==> src/rtl/nonce_dispatcher.sv <==
// Multi-lane nonce source: hands out base nonces over an inclusive range, one per batch.
// Optional resume/load feature enabled by defining NONCE_LOAD_EN.
module nonce_dispatcher #(
  parameter int                 NONCE_W   = 32,
  parameter int                 NUM_LANES = 3,
  parameter logic [NONCE_W-1:0] START_VAL = '0,
  parameter logic [NONCE_W-1:0] END_VAL   = {NONCE_W{1'b1}}
) (
  input  logic                 clk,
  input  logic                 n_rst,
  input  logic                 start,
  input  logic                 abort,
  input  logic                 found,
  input  logic                 out_ready,
  output logic                 out_valid,
  output logic [NONCE_W-1:0]   base_nonce,
  output logic [NUM_LANES-1:0] lane_mask,
  output logic                 busy,
  output logic                 exhausted,
  output logic                 hit,
  output logic [31:0]          batch_count,
`ifdef NONCE_LOAD_EN
  input  logic                 load_en,
  input  logic [NONCE_W-1:0]   load_val,
`endif
  output logic [1:0]           state_dbg
);

  typedef enum logic [1:0] {
    ST_IDLE = 2'd0,
    ST_RUN  = 2'd1,
    ST_DONE = 2'd2
  } state_t;

  // Range arithmetic is done one bit wider so an END_VAL of all ones never wraps.
  localparam logic [NONCE_W:0] END_EXT   = {1'b0, END_VAL};
  localparam logic [NONCE_W:0] START_EXT = {1'b0, START_VAL};
  localparam logic [NONCE_W:0] STEP      = (NONCE_W+1)'(NUM_LANES);

  state_t             state_q, state_d;
  logic [NONCE_W-1:0] base_q, base_d;
  logic               exh_q, exh_d;
  logic               hit_q, hit_d;
  logic [31:0]        cnt_q, cnt_d;
  logic [NONCE_W:0]   next_ext;
  logic [31:0]        cnt_inc;
  logic [NONCE_W-1:0] start_base;

`ifdef NONCE_LOAD_EN
  logic [NONCE_W-1:0] resume_q, resume_d;
  logic               load_in_range;

  // Offset compare: anything below START_VAL wraps to a huge value and fails.
  assign load_in_range = (({1'b0, load_val} - START_EXT) <= (END_EXT - START_EXT));
  assign start_base    = resume_q;
`else
  assign start_base    = START_VAL;
`endif

  assign next_ext = {1'b0, base_q} + STEP;
  assign cnt_inc  = (cnt_q == 32'hFFFF_FFFF) ? cnt_q : cnt_q + 32'd1;

  // Handshake: a batch moves on any cycle with out_valid & out_ready; while out_valid
  // is high and out_ready low, base_nonce and lane_mask are held (all are register-driven).
  always_comb begin
    state_d = state_q;
    base_d  = base_q;
    exh_d   = exh_q;
    hit_d   = hit_q;
    cnt_d   = cnt_q;
`ifdef NONCE_LOAD_EN
    resume_d = resume_q;
`endif
    case (state_q)
      ST_IDLE, ST_DONE: begin
        if (state_q == ST_DONE && abort) begin
          state_d = ST_IDLE;
        end else if (start) begin
          state_d = ST_RUN;
          base_d  = start_base;
          exh_d   = 1'b0;
          hit_d   = 1'b0;
          cnt_d   = 32'd0;
`ifdef NONCE_LOAD_EN
          resume_d = START_VAL;
`endif
        end
`ifdef NONCE_LOAD_EN
        else if (load_en) begin
          resume_d = load_in_range ? load_val : START_VAL;
        end
`endif
      end
      ST_RUN: begin
        if (abort) begin
          state_d = ST_IDLE;
        end else if (found) begin
          state_d = ST_DONE;
          hit_d   = 1'b1;
          if (out_ready) cnt_d = cnt_inc;
        end else if (out_ready) begin
          cnt_d = cnt_inc;
          if (next_ext > END_EXT) begin
            state_d = ST_DONE;
            exh_d   = 1'b1;
          end else begin
            base_d = next_ext[NONCE_W-1:0];
          end
        end
      end
      default: state_d = ST_IDLE;
    endcase
  end

  always_ff @(posedge clk) begin
    if (!n_rst) begin
      state_q <= ST_IDLE;
      base_q  <= START_VAL;
      exh_q   <= 1'b0;
      hit_q   <= 1'b0;
      cnt_q   <= 32'd0;
`ifdef NONCE_LOAD_EN
      resume_q <= START_VAL;
`endif
    end else begin
      state_q <= state_d;
      base_q  <= base_d;
      exh_q   <= exh_d;
      hit_q   <= hit_d;
      cnt_q   <= cnt_d;
`ifdef NONCE_LOAD_EN
      resume_q <= resume_d;
`endif
    end
  end

  // Lane i is live only while base+i still lies inside the range.
  for (genvar i = 0; i < NUM_LANES; i++) begin : g_lane
    localparam logic [NONCE_W:0] OFF = (NONCE_W+1)'(i);
    assign lane_mask[i] = (({1'b0, base_q} + OFF) <= END_EXT);
  end

  assign out_valid   = (state_q == ST_RUN);
  assign busy        = (state_q == ST_RUN);
  assign base_nonce  = base_q;
  assign exhausted   = exh_q;
  assign hit         = hit_q;
  assign batch_count = cnt_q;
  assign state_dbg   = state_q;

endmodule

==> config.mk <==
export PLATFORM = sky130hd
export DESIGN_NAME = nonce_dispatcher
export DESIGN_NICKNAME = d
export VERILOG_FILES = /design/src/rtl/nonce_dispatcher.sv
export SDC_FILE = /design/constraint.sdc
export NUM_CORES = 1
export LEC_CHECK = 0
export BUFFER_PORTS_ARGS = -buffer_cell sky130_fd_sc_hd__buf_4
export CAP_MARGIN = 20
export CORE_MARGIN = 2
export CORE_UTILIZATION = 50
export CTS_CLUSTER_SIZE = 10
export DETAILED_ROUTE_END_ITERATION = 6
export PLACE_DENSITY = 0.72
export SLEW_MARGIN = 20
export SYNTH_ARGS = -nofsm -noshare
export SYNTH_HDL_FRONTEND = slang
export SYNTH_SLANG_ARGS = --single-unit
==> constraint.sdc <==
create_clock -name clk -period 3.8 [get_ports clk]
set_input_delay 0.19 -clock clk [delete_from_list [all_inputs] [get_ports clk]]
set_output_delay 0.19 -clock clk [all_outputs]
set_load 0.05 [all_outputs]
==> out/qor.yml <==
nets: 694
postSynth.topFlopCell: "dfxtp_1"
cts_tree: "done"
synth_area_leaders: "dfxtp_1 (30%), nand2_1 (7.1%), xor2_1 (5.0%)"
crit_type: "reg2reg"
htreeDepth: 3
leakagePower_uw: 0.00184
area_delta_synth_final_pct: 19.8
startpoint_type: "flop"
power_density_mw_per_mm2: 267
drt_iter0_drc: 417
vdd_ir_drop_max_v: 0.000199
grt_pass1_wl_mm: 22.4
drc: 0
fin_util: 0.621
dieHeight_um: 99.3
post_route_cells_drive_above_1_share: 0.201
synth-edff-count: 0
fill_cells: 815
clockBufferDepth: 2
intPower_uw: 1080
switching_share: 0.258
synth_cells: 611
via_per_inst: 6.18
hp-class: "in2reg"
cts.sinks: 68
post-route-min-period_ns: 3.59
p_total_uw: 1450
insertion_delay_ns: 0.36
synth_nets: 625
status: "completed"
max_cap_violations: 0
final.setup.tns_ns: 0
clock_skew_ns: 0.0107
gp_congestion: 0.979
holdBufCountCts: 0
finalCritPeriodShare: 0.946
numCtsBuffers: 9
grt_usage: 0.283
final-hold-violation-count: 0
synth_area_mm2: 0.00454
design.core.area_mm2: 0.00876
slew_headroom: 0.472
post-cts-setup-buffer-count: 0
crit_path_end_kind: "flop"
cp_max_fo: 32
cp.required_ns: 4.03
grt_max_degree: 35
ys_ff_latch: 68
preCtsSetupSlack_ns: 0.269
holdWs_ns: 0.116
ys_warn_count: 0
setup_viol: 0
vias: 4902
layout_commonest_cell: "buf_4"
wl_mm: 13.7
io_pins: 79
die-area_mm2: 0.00986
path_clk_slew_ns: 0.08
setup_ws_ns: 0.207
seqPwrFrac: 0.495
worstMarginPinSlew_ns: 0.784
wl_per_cell_um: 17.3
max_freq_mhz: 278
rsz0062_at_grt: "no"
antenna_left: 0
seq_area_frac_synth: 0.300
avgSynthCellArea_um2: 7.43
slew_viol_final: 0
clock_power_share: 0.447
start_util: 0.518
synth_top_area_share: 0.300
grt_pass1_vias: 4478
n_antenna_cell: 0
switching_power_uw: 375
gr-total-overflow: 0
io_buffers: 77
drt-pass1-iter-count: 5
synthArstFlopShare: 0
power_frac_comb: 0.058
die_w_um: 99.3
crit_arrival_ns: 3.82
yosys.area.top_type: "dfxtp_1"
most-common-layout-cells: "buf_4 (103), nand2_1 (86), dfxtp_1 (68)"
root_buffer: "clkbuf_8"
rows: 34
synth_cell_types: 65
post_cts_resized: 0
hpwl_mm: 10.0
antenna_found_initial: 0
-- worst max-delay path, stage by stage (launching register included) --
cell and delay (ns):
dfxtp_1 0.50, inv_1 0.15, ha_1 0.35, or4b_2 0.72, nor4_1 0.23, o2111ai_1 0.18
or4_1 0.52, o21ba_2 0.35, buf_12 0.20, a31oi_1 0.17, a31oi_1 0.05
-- Yosys cell counts, types with 3 or more instances --
master     number
and3_1          8
nand2_1        86
nand4b_1        5
nand4_1        22
and4_1          6
nor3_1         21
xnor2_1        24
a31oi_1        36
clkbuf_1       21
or3_1           9
buf_2          12
nand3_1        28
nor4_1         17
or2_2           3
nor2_1         56
and2_1          3
o2111ai_1       6
nand3b_1        3
a21oi_1        31
xor2_1         26
o21ai_0        19
inv_1          21
dfxtp_1        68
o31ai_1         3
a31oi_2         3
buf_4           8
nand2b_1        4
o21ai_1         6
or4_1           6
ha_1            8
buf_6           3
-- routing by layer --
| metal | GRT usage | share of wire | up-vias |
|---|---|---|---|
| li1 | - | - | 2351 |
| met5 | 0 | 0 | - |
| met2 | 0.442 | 0.46 | 241 |
| met1 | 0.368 | 0.41 | 2257 |
| met4 | 0.137 | 0.043 | 0 |
| met3 | 0.0675 | 0.088 | 53 |
-- kinds of logic (layout without fill, tap and decap cells) --
| group | Yosys count | after routing | synth area share |
|---|---|---|---|
| DFF | 68 | 68 | 0.300 |
| and+or+nand+nor | 286 | 286 | 0.319 |
| buffers and inverters | 67 | 141 | 0.0703 |
| xor gates and xnor gates | 50 | 50 | 0.0964 |
| AOI/OAI and AO/OA | 128 | 128 | 0.185 |
| adders and majority gates | 8 | 8 | 0.0220 |
| other | 1 | 1 | 0.000826 |
| muxes | 3 | 3 | 0.00689 |
-- per-stage QoR --
stage	instance area, um2	instances
after floorplan	4540	611
after global placement	5230	777
after detailed placement	5230	777
after CTS	5440	793
after global routing	5440	793
final	5440	793
-- power groups by stage --
stage               clock [uW]  combinational [uW]  sequential (uW)
finish                     650                84.5              719
CTS                        662                84.6              719
detailed placement           0                84.9              736
global placement             0                83.5              735
floorplan                    0                50.2              747
global route               685                91.6              720
-- flip-flops by register name, indices dropped and copies added (netlist names) --
register     flops
base_nonce      32
state_dbg        2
batch_count     32
hit              1
exhausted        1
-- final cells by class --
type	instances	area, um2	area share
flip-flops and latches	68	1360	0.250
multi-input cells	476	2860	0.526
clock inverters	5	58.8	0.0108
repair buffers	104	793	0.146
clock buffers	11	151	0.0278
inverters	21	78.8	0.0145
well taps	108	135	0.0248
-- final timing paths --
kind / from / to / slack [ns] / cells after the start
worst min-delay path: out_ready / state_dbg[1]$_SDFFE_PN0P_ / 0.12 / 3
worst max-delay path: base_nonce[1]$_SDFFE_PN0P_ / base_nonce[23]$_SDFFE_PN0P_ / 0.21 / 10
worst max register to register: base_nonce[1]$_SDFFE_PN0P_ / base_nonce[23]$_SDFFE_PN0P_ / 0.21 / 10
worst min register to register: hit$_SDFFE_PN0P_ / hit$_SDFFE_PN0P_ / 0.49 / 2
(Power assumes the default switching activity.)
